===== src/rtl/romulator_pkg.sv =====
// rtl/romulator_pkg.sv - shared boot-sequencer states, RAM port owners and image size
package romulator_pkg;

   localparam int unsigned IMAGE_BYTES = 65536;

   typedef enum logic [2:0] {
      LOAD,
      CK_READ,
      CK_ACC,
      HOLD,
      RUN
   } boot_state_e;

   typedef enum logic [1:0] {
      OWN_LOADER,
      OWN_CHECKER,
      OWN_IDLE,
      OWN_CPU
   } port_owner_e;

   function automatic port_owner_e owner_of(boot_state_e s);
      case (s)
         LOAD:    return OWN_LOADER;
         CK_READ: return OWN_CHECKER;
         RUN:     return OWN_CPU;
         default: return OWN_IDLE;
      endcase
   endfunction

endpackage


===== src/rtl/cpu_boot_sequencer_sync_bit.sv =====
// rtl/cpu_boot_sequencer_sync_bit.sv - multi-flop single-bit synchronizer
module sync_bit #(
   parameter int STAGES = 2
) (
   input  logic clk_i,
   input  logic rst_n_i,
   input  logic d_i,
   output logic q_o
);

   logic [STAGES-1:0] sync_q;

   always_ff @(posedge clk_i or negedge rst_n_i) begin
      if (!rst_n_i) begin
         sync_q <= '0;
      end else begin
         sync_q[0] <= d_i;
         for (int i = 1; i < STAGES; i++) begin
            sync_q[i] <= sync_q[i-1];
         end
      end
   end

   assign q_o = sync_q[STAGES-1];

endmodule


===== src/rtl/cpu_boot_sequencer.sv =====
// rtl/cpu_boot_sequencer.sv - holds the CPU in reset until the loaded image has been summed
module cpu_boot_sequencer
   import romulator_pkg::*;
#(
   parameter int unsigned RESET_HOLD_CYCLES = 16,
   parameter int unsigned SYNC_STAGES       = 2,
   parameter int unsigned CHECK_BYTES       = IMAGE_BYTES
) (
   input  logic        clk,
   input  logic        rst_n,
   input  logic        read_complete,
   input  logic [15:0] ldr_ram_address,
   input  logic [7:0]  ldr_ram_datain,
   input  logic        ldr_ram_cs,
   input  logic        ldr_ram_we,
   input  logic [15:0] cpu_address,
   input  logic [7:0]  cpu_datain,
   input  logic        cpu_cs,
   input  logic        cpu_we,
   input  logic [7:0]  ram_dataout,
   output logic [15:0] ram_address,
   output logic [7:0]  ram_datain,
   output logic        ram_cs,
   output logic        ram_we,
   input  logic [15:0] expected_sum,
   output logic        cpu_reset_n,
   output logic [15:0] checksum,
   output logic        checksum_valid,
   output logic        checksum_ok
);

   // A zero hold request still spends one clock in HOLD.
   localparam logic [31:0] HOLD_LOAD = (RESET_HOLD_CYCLES == 0) ? 32'd1 : 32'(RESET_HOLD_CYCLES);
   localparam logic [16:0] ADDR_END  = 17'(CHECK_BYTES);

   boot_state_e state_q;
   port_owner_e owner;
   logic [16:0] addr_q;
   logic [16:0] addr_d;
   logic [15:0] sum_q;
   logic [15:0] sum_d;
   logic [31:0] hold_q;
   logic        cpu_reset_n_q;
   logic        sum_valid_q;
   logic        sum_ok_q;
   logic        rc_s;

   sync_bit #(
      .STAGES (SYNC_STAGES)
   ) u_rc_sync (
      .clk_i   (clk),
      .rst_n_i (rst_n),
      .d_i     (read_complete),
      .q_o     (rc_s)
   );

   assign addr_d = addr_q + 17'd1;
   assign sum_d  = sum_q + {8'h00, ram_dataout};

   always_ff @(posedge clk or negedge rst_n) begin
      if (!rst_n) begin
         state_q       <= LOAD;
         addr_q        <= '0;
         sum_q         <= '0;
         hold_q        <= '0;
         cpu_reset_n_q <= 1'b0;
         sum_valid_q   <= 1'b0;
         sum_ok_q      <= 1'b0;
      end else begin
         cpu_reset_n_q <= (state_q == RUN);
         case (state_q)
            LOAD: begin
               if (rc_s) begin
                  state_q <= CK_READ;
                  addr_q  <= '0;
                  sum_q   <= '0;
               end
            end
            CK_READ: begin
               state_q <= CK_ACC;
            end
            CK_ACC: begin
               sum_q  <= sum_d;
               addr_q <= addr_d;
               if (addr_d < ADDR_END) begin
                  state_q <= CK_READ;
               end else begin
                  state_q     <= HOLD;
                  sum_valid_q <= 1'b1;
                  sum_ok_q    <= (sum_d == expected_sum);
                  hold_q      <= HOLD_LOAD;
               end
            end
            HOLD: begin
               hold_q <= hold_q - 32'd1;
               if (hold_q == 32'd1) begin
                  state_q <= RUN;
               end
            end
            RUN: begin
               state_q <= RUN;
            end
            default: begin
               state_q <= LOAD;
            end
         endcase
      end
   end

   // Whoever does not own the port is simply not connected, so stray cs/we never reach the RAM.
   always_comb begin
      owner       = owner_of(state_q);
      ram_address = '0;
      ram_datain  = '0;
      ram_cs      = 1'b0;
      ram_we      = 1'b0;
      case (owner)
         OWN_LOADER: begin
            ram_address = ldr_ram_address;
            ram_datain  = ldr_ram_datain;
            ram_cs      = ldr_ram_cs;
            ram_we      = ldr_ram_we;
         end
         OWN_CHECKER: begin
            ram_address = addr_q[15:0];
            ram_cs      = 1'b1;
         end
         OWN_CPU: begin
            ram_address = cpu_address;
            ram_datain  = cpu_datain;
            ram_cs      = cpu_cs;
            ram_we      = cpu_we;
         end
         default: begin
            ram_cs = 1'b0;
         end
      endcase
   end

   assign cpu_reset_n    = cpu_reset_n_q;
   assign checksum       = sum_q;
   assign checksum_valid = sum_valid_q;
   assign checksum_ok    = sum_ok_q;

endmodule


===== config.mk =====
export PLATFORM = sky130hd
export DESIGN_NAME = cpu_boot_sequencer
export DESIGN_NICKNAME = d
export VERILOG_FILES = /design/src/rtl/romulator_pkg.sv /design/src/rtl/cpu_boot_sequencer_sync_bit.sv /design/src/rtl/cpu_boot_sequencer.sv
export SDC_FILE = /design/constraint.sdc
export NUM_CORES = 1
export LEC_CHECK = 0
export CAP_MARGIN = 30
export CORE_MARGIN = 3
export CORE_UTILIZATION = 50
export DETAILED_ROUTE_END_ITERATION = 10
export PLACE_DENSITY = 0.81
export SLEW_MARGIN = 10
export SYNTH_ARGS = -nofsm -noshare
export SYNTH_HDL_FRONTEND = slang
export SYNTH_SLANG_ARGS = --single-unit

===== constraint.sdc =====
create_clock -name clk -period 3.2 [get_ports clk]
set_clock_uncertainty 0.05 [all_clocks]
set_input_delay 0.64 -clock clk [delete_from_list [all_inputs] [get_ports clk]]
set_output_delay 0.64 -clock clk [all_outputs]
set_load 0.005 [all_outputs]

; ---- Word-level counts from Yosys, hierarchy flattened
; Index checks and enable logic that the tools add are counted.
; Widths: inputs -> output; s select.
[classes]
bitwise_logic = 1
order_cmp = 1
n_addsub = 3
n_mux = 15
n_reduce_logical = 8
n_eq_ne = 11
[op_table]
columns = op, count
row1 = $pmux 32 s2, 1
row2 = $pmux 16 s3, 1
row3 = $pmux 17 s2, 1
row4 = $eq 32x1->1 const B, 1
row5 = $mux 32, 1
row6 = $pmux 16 s2, 1
row7 = $sub 32x1->32 const B, 1
row8 = $add 17x1->17 const B, 1
row9 = $lt 17x17->1 const B, 1
row10 = $mux 17, 1
row11 = $add 16x8->16, 1
row12 = $eq 16x16->1, 1
row13 = $mux 16, 1
row14 = $pmux 8 s2, 1
row15 = $pmux 3 s5, 1
row16 = $reduce_and 2->1, 4
row17 = $eq 3x2->1 const B, 2
row18 = $mux 3, 2
row19 = $pmux 2 s3, 1
row20 = $ne 2x2->1 const B, 2
row21 = $reduce_bool 2->1, 2
row22 = $eq 3x1->1 const B, 1
row23 = $eq 3x3->1 const B, 1
row24 = $logic_not 3->1, 1
row25 = 8 further kinds, 8
[word_totals]
regBits = 73
inputBits = 79

; ---- Depth between registers and ports, before layout
; Gate-level depths: netlist (run 1).
[logic_depth]
ltp_word = 4
ltp_mapped = 11
ltp_nobuf = 10

; ---- By module
; From an unflattened synthesis (run 1), not the netlist that was laid out.
[unflattened]
cells_unflattened = 525
hier_area_um2 = 4579.4
[modules_own_cells]
columns = mod, instances, seq_area_each_um2, area_each_um2, cells_per_inst
row1 = cpu_boot_sequencer, 1, 1776.7, 4529.3, 523
row2 = sync_bit, 1, 50.0, 50.0, 2

; ---- Worst setup path before layout (run 1)
; OpenSTA, ideal clock, no wires.
[synth_timing]
path_kind = input port to flip-flop
startpoint = in ram_dataout[0]
endpoint = reg sum_ok_q, in the netlist checksum_ok
cell_stages = 10
arrival_time_ns = 2.706
setup_time_ns = 0.067
path_slack_ns = 0.377
path_cell_list = ha_1 -> inv_1 -> fa_1 -> nand2b_1 -> a21oi_2 -> o221ai_1 -> a2111oi_0 -> nand4_1 -> nor4_1 -> a32o_1
[synth_via]
elab_chain_len = 2
[synth_lines]
columns = item, line_no
row1 = start: declaration, cpu_boot_sequencer.sv:20  ; input logic [7:0] ram_dataout,
row2 = $add 16x8->16, cpu_boot_sequencer.sv:58  ; assign sum_d = sum_q + {8'h00, ram_dataout};
row3 = $eq 16x16->1, cpu_boot_sequencer.sv:90  ; sum_ok_q <= (sum_d == expected_sum);
row4 = end signal: assignment, cpu_boot_sequencer.sv:90
row5 = end: declaration, cpu_boot_sequencer.sv:45  ; logic sum_ok_q;
; Every way passes these cells.
; A chain may end at the register's enable or synchronous reset.

; ---- Worst setup path in the final report (run 1)
; Ends and elaborated chain as after synthesis.

==> impl_metrics.toml, run 1 <==
[worst_setup_path]
cp.arrival_ps = 3290
crit_family = "simple AND/OR/NAND/NOR gates"
critPathMaxFanout = 2
required_ps = 3440
path_class = "input pin to flop"
crit_path_end_kind = "flop"
worst-path-buf-inv = 2
worstPathCellList = "clkdlybuf4s50_1 -> ha_1 -> inv_1 -> fa_1 -> nand2b_1 -> a21o_1 -> a32o_1 -> nor4b_1 -> nand4_1 -> nor4_2 -> a32o_1"
crit_path_max_incr_delay_ps = 460
cpMaxStageDelayCell = "clkdlybuf4s50_1"
cpMostUsedCell = "a32o_1"
cp-start-kind = "input pin"

[pwr]
switching_share = 0.4227
ir_drop_mv = 0.4208
total_power_mw = 4.531
p_int_mw = 2.615
switchingPower_mw = 1.915
p_seq_frac = 0.304
clkPwrFrac = 0.151
p_leak_nw = 2.631
p_comb_frac = 0.545
powerDensity_mw_per_mm2 = 696.5

[clock_network]
clk_pin_slew_ps = 90
cts_tree = "done"
cts_buffers = 9
worstSkewPairLatency_ps = 350
htreeDepth = 3
clock_sinks = 73
root_buffer = "clkbuf_8"
ctsLongestPathBuffers = 2

[detailed_routing]
wire_per_inst_um = 15.35
first_iter_violations = 348
drc_errors = 0
antenna_left = 0
viasPerCell = 5.829
dr.pass1.iters = 5
num_vias = 4879
drt_wl_total_um = 12850

[final_layout]
stdcell_count = 837
syn_to_final_growth_pct = 33.07
fin_util = 0.6941
drive_gt1_frac = 0.09040
diodes = 0
final_cell_area_mm2 = 0.006505
final_nets = 794

[die]
design.die.area_mm2 = 0.01100
fp.dieW_um = 104.9
start_util = 0.5216
io-pin-count = 124
core_region_area_mm2 = 0.009371
placementRows = 35
die_y_um = 104.9

[run_status]
status = "finished clean"

[job]
drv_cap = 0

[placement]
io_buffer_count = 123
dp_hpwl_um = 9750
gp_congestion = 0.9338
place_area_mm2 = 0.006295
place_inst = 820

[yosys]
synth_edf_count = 0
synth_nets = 675
synth_common_cells = "89 x nor2_1, 73 x dfrtp_1, 60 x o21ai_0"
synth_area_mm2 = 0.004888
synth_area_per_cell_um2 = 8.371
yosys_most_used_dff = "dfrtp_1"
seq_area_frac_synth = 0.3737
syn-instance-count = 584
ys_warn_count = 0
ys_async_sr_fraction = 1.000
synth_most_common_cell = "nor2_1"
netlist_top_cells_area = "dfrtp_1 37%, nor2_1 6.8%, mux2i_1 6.3%"
ys_seq_elements = 73
synth_top_cell_area_share = 0.3737
synth_top_area_cell = "dfrtp_1"
synth.distinct_cells = 69

[global_routing]
track_usage = 0.2367
grt_pass1_vias = 4740
grt_overflow_total = 0
grt_max_degree = 42
antenna_found_initial = 0
grt_pass1_wl_um = 21800

[timing]
max_freq_mhz = 327.6
tightest_slew_ps = 768.2
rsz0062_at_grt = "no"
setup_viol = 0
max-slew-margin-rel = 0.4878
finalHoldViolations = 0
finalMaxSlewViolations = 0
hold_ws_ps = 301.5
period_needed_ps = 3052
period_share = 0.9539

[worst_hold_path]
holdCritPathClass = "input pin to asynchronous set/reset pin"
[metrics by stage]
stage | setup TNS (ps) | setup slack (ps)
floorplan | 0 | 376.8
global placement | -252.0 | -252.0
detailed placement | -381.6 | -347.5
CTS | 0 | 7.454
global route | 0 | 10.12
finish | 0 | 147.5
[cells in the final DEF, fill, tap and decap left out, types with 4 or more instances in the layout]
cell type	netlist	layout
nor2b_1	4	4
o31ai_1	6	6
o311ai_0	4	4
o211ai_1	7	7
dfrtp_1	73	73
clkbuf_8	0	9
a21oi_1	33	33
buf_4	1	21
nor3_1	10	10
inv_1	7	7
nor2_1	89	89
xnor2_1	19	19
o21ai_0	60	60
o41ai_1	6	6
xor2_1	8	8
nand3_1	32	32
a31oi_1	4	4
and3_1	5	5
or3_1	7	7
and2_1	6	6
nand4_1	5	5
nand2b_1	6	6
ha_1	11	11
mux2i_1	31	31
clkdlybuf4s50_1	0	122
nand2_1	53	53
[per-layer routing]
| metal | vias to the layer above | global-route usage | wire [um] |
|---|---|---|---|
| met5 | - | 0 | 0 |
| met4 | 0 | 0.08060 | 249 |
| met2 | 208 | 0.3946 | 5943 |
| met3 | 22 | 0.04385 | 973 |
| li1 | 2333 | - | - |
| met1 | 2316 | 0.3095 | 5685 |
[kinds of logic after synthesis]
kind of cell	count (synthesis)	synth area share
AO/OA/AOI/OAI	151	0.1984
XOR/XNOR	27	0.04838
adder cells (fa/ha/maj)	12	0.03225
buffers and inverters	44	0.03788
flip-flops	73	0.3737
multiplexers	31	0.06348
AND/OR/NAND/NOR	246	0.2460
[final timing paths]
path                       slack [ps]  cells after the start                  end                 from
setup / recovery                  150                     11          checksum_ok       ram_dataout[0]
hold / removal                    300                      1  u_rc_sync.sync_q[1]                rst_n
setup reg to reg                  480                     12          checksum_ok          checksum[0]
hold reg to reg                   320                      0  u_rc_sync.sync_q[1]  u_rc_sync.sync_q[0]
max in group asynchronous        2110                      2           hold_q[13]                rst_n
min in group clk                  320                      0  u_rc_sync.sync_q[1]  u_rc_sync.sync_q[0]
[what timing repair did]
| item | in CTS | in global routing |
|---|---|---|
| hold buffers | 0 | 0 |
| resized for setup | 0 | 5 |
| endpoints found under the setup margin | 0 | 1 |
| buffers inserted | 0 | 1 |
[final cells by class]
cell class | instances | area (um^2)
Clock inverter | 7 | 60.06
Clock buffer | 9 | 123.9
Sequential cell | 73 | 1827
Timing Repair Buffer | 145 | 1404
Multi-Input combinational cell | 467 | 2903
Inverter | 7 | 26.28
Tap cell | 129 | 161.4
Fill cell | 774 | 2867
[power groups by stage]
stage	Combinational, mW	Sequential (mW)	Clock (mW)
CTS	2.44	1.37	0.694
global placement	2.36	1.37	0
detailed placement	2.42	1.39	0
floorplan	1.54	1.32	0
global route	2.73	1.41	0.730
finish	2.47	1.38	0.684
[flip-flops by register name, indices dropped and copies added, names as in the netlist]
register,cells
checksum_valid,1
state_q,3
hold_q,32
cpu_reset_n,1
u_rc_sync.sync_q,2
checksum,16
addr_q,17
checksum_ok,1
Note: power is estimated with default switching activity, not from simulation.
==> run 2, diff against run 1 <==
- CORE_UTILIZATION: 50 -> 49
- SYNTH_HIERARCHICAL: not set -> 1
==> impl_metrics.toml, run 2 <==
[timing]
period_share = 0.9471
max_freq_mhz = 330.0
finalHoldViolations = 0
max-slew-margin-rel = 0.4362
finalMaxSlewViolations = 0
setup_viol = 0
period_needed_ps = 3031
rsz0062_at_grt = "no"
tightest_slew_ps = 840.1

[clock_network]
clock_sinks = 73
htreeDepth = 3
root_buffer = "clkbuf_8"
cts_tree = "done"
worstSkewPairLatency_ps = 350
ctsLongestPathBuffers = 2
clk_pin_slew_ps = 80
ctsHoldBuffers = 0
cts_setup_buffers = 0
cts_buffers = 9
cts_resized = 0

[yosys]
ys_async_sr_fraction = 1.000
yosys_most_used_dff = "dfrtp_1"
syn-instance-count = 525
synth_top_area_cell = "dfrtp_1"
ys_seq_elements = 73
synth_area_mm2 = 0.004579
synth_common_cells = "79 x nor2_1, 73 x dfrtp_1, 42 x nand2_1"
ys_warn_count = 6
synth_top_cell_area_share = 0.3989
synth_nets = 616
synth_most_common_cell = "nor2_1"
synth_area_per_cell_um2 = 8.723
synth.distinct_cells = 62
synth_edf_count = 0
seq_area_frac_synth = 0.3989
netlist_top_cells_area = "dfrtp_1 40%, nor2_1 6.5%, mux2i_1 6.1%"

[final_layout]
fillCellCount = 696
top_register = "hold_q"
stdcell_count = 772
diodes = 0
final_cell_area_mm2 = 0.006259
final_nets = 750
mostFrequentLayoutCells = "122 x clkdlybuf4s50_1, 79 x nor2_1, 73 x dfrtp_1"
syn_to_final_growth_pct = 36.67
drive_gt1_frac = 0.08886
final_common_cell = "clkdlybuf4s50_1"
largest_reg_flops = 32

[pwr]
ir_drop_mv = 0.3293
total_power_mw = 4.392
powerDensity_mw_per_mm2 = 701.8
p_leak_nw = 2.598

[detailed_routing]
num_vias = 4418
first_iter_violations = 201
drt_wl_total_um = 12120
dr.pass1.iters = 5
viasPerCell = 5.723
drc_errors = 0
wire_per_inst_um = 15.70
antenna_left = 0

[worst_setup_path]
worstPathCellList = "clkdlybuf4s50_1 -> ha_1 -> inv_1 -> fa_2 -> nor2b_1 -> o311a_1 -> or4_4 -> a31oi_4 -> nor2_1 -> xnor2_1 -> nor4_2 -> a22o_1"
cp.arrival_ps = 3270
crit_path_end_kind = "flop"
cp-start-kind = "input pin"
cpMaxStageDelayCell = "or4_4"
crit_family = "simple AND/OR/NAND/NOR gates"
path_class = "input pin to flop"
worst-path-buf-inv = 2
required_ps = 3440
crit_path_max_incr_delay_ps = 440
critPathMaxFanout = 5

[global_routing]
grt_pass1_wl_um = 19310
track_usage = 0.2298
grt_pass1_vias = 4195
grt_overflow_total = 0
antenna_found_initial = 0
grt_max_degree = 42

[die]
start_util = 0.5151
fp.dieW_um = 102.7
die_y_um = 102.7
placementRows = 34
design.die.area_mm2 = 0.01054
core_region_area_mm2 = 0.008891
io-pin-count = 124

[run_status]
status = "finished clean"

[placement]
gp_congestion = 0.9361
place_inst = 756
place_area_mm2 = 0.006032
io_buffer_count = 123
dp_hpwl_um = 9078

[worst_hold_path]
holdCritPathClass = "flop to flop"

[job]
drv_cap = 0
[run 2: final cells by class]
cell class	instances	area [um^2]	area share
sequential	73	1827	0.2919
inverter	8	30.03	0.004798
timing repair buffer	147	1419	0.2267
tap	108	135.1	0.02159
clock inverter	6	90.09	0.01439
clock buffer	10	127.6	0.02039
multi-input combinational	420	2630	0.4202
[run 2: path summary, 6_finish.rpt]
path,startpoint,end,slack [ps],cells past startpoint
max in group asynchronous,rst_n,cpu_reset_n,2110,2
worst min register to register,u_rc_sync/sync_q[0],u_rc_sync/sync_q[1],300,0
min in group asynchronous,rst_n,checksum[0],310,1
worst max-delay path,ram_dataout[0],checksum_ok,170,12
worst max register to register,checksum[1],checksum_ok,470,9
worst min-delay path,u_rc_sync/sync_q[0],u_rc_sync/sync_q[1],300,0
[run 2: logic make-up after synthesis]
family | Yosys count | synth area share
AND/OR/NAND/NOR | 220 | 0.2372
buffers and inverters | 32 | 0.02951
XOR/XNOR | 34 | 0.06503
adder cells (fa/ha/maj) | 12 | 0.03443
multiplexers | 29 | 0.06448
flip-flops | 73 | 0.3989
AO/OA/AOI/OAI | 125 | 0.1705
[run 2: report_power, final]
group / leakage, nW / internal (mW) / switching [mW]
clock network: 0.107 / 0.442 / 0.359
logic: 1.52 / 1.09 / 1.14
registers: 0.972 / 1.14 / 0.231
[run 2: worst register-to-register path, cell delays in order (launching register included)]
cell,delay (ps)
dfrtp_1,430
ha_1,310
a211oi_2,260
o31ai_1,140
o311a_2,390
o21ai_0,320
xnor2_1,200
nand3_1,130
nor4_2,280
a22o_1,160
[run 2: metrics by stage]
stage	util	setup TNS [ps]	setup WS, ps	hold slack, ps
floorplan	-	0	351.0	281.2
global placement	0.6784	-153.7	-153.7	282.8
detailed placement	0.6784	-313.4	-241.8	287.8
CTS	0.7029	0	112.2	306.1
global route	0.7039	0	16.08	318.0
finish	0.7039	0	169.2	303.2
[run 2: metal layers]
layer  routed length, um  GRT usage  vias up
met5                   0          0        -
met4                 104    0.05853        0
met3                1066    0.06022        9
met2                5587     0.3843      161
met1                5362     0.2977     2092
li1                    -          -     2156
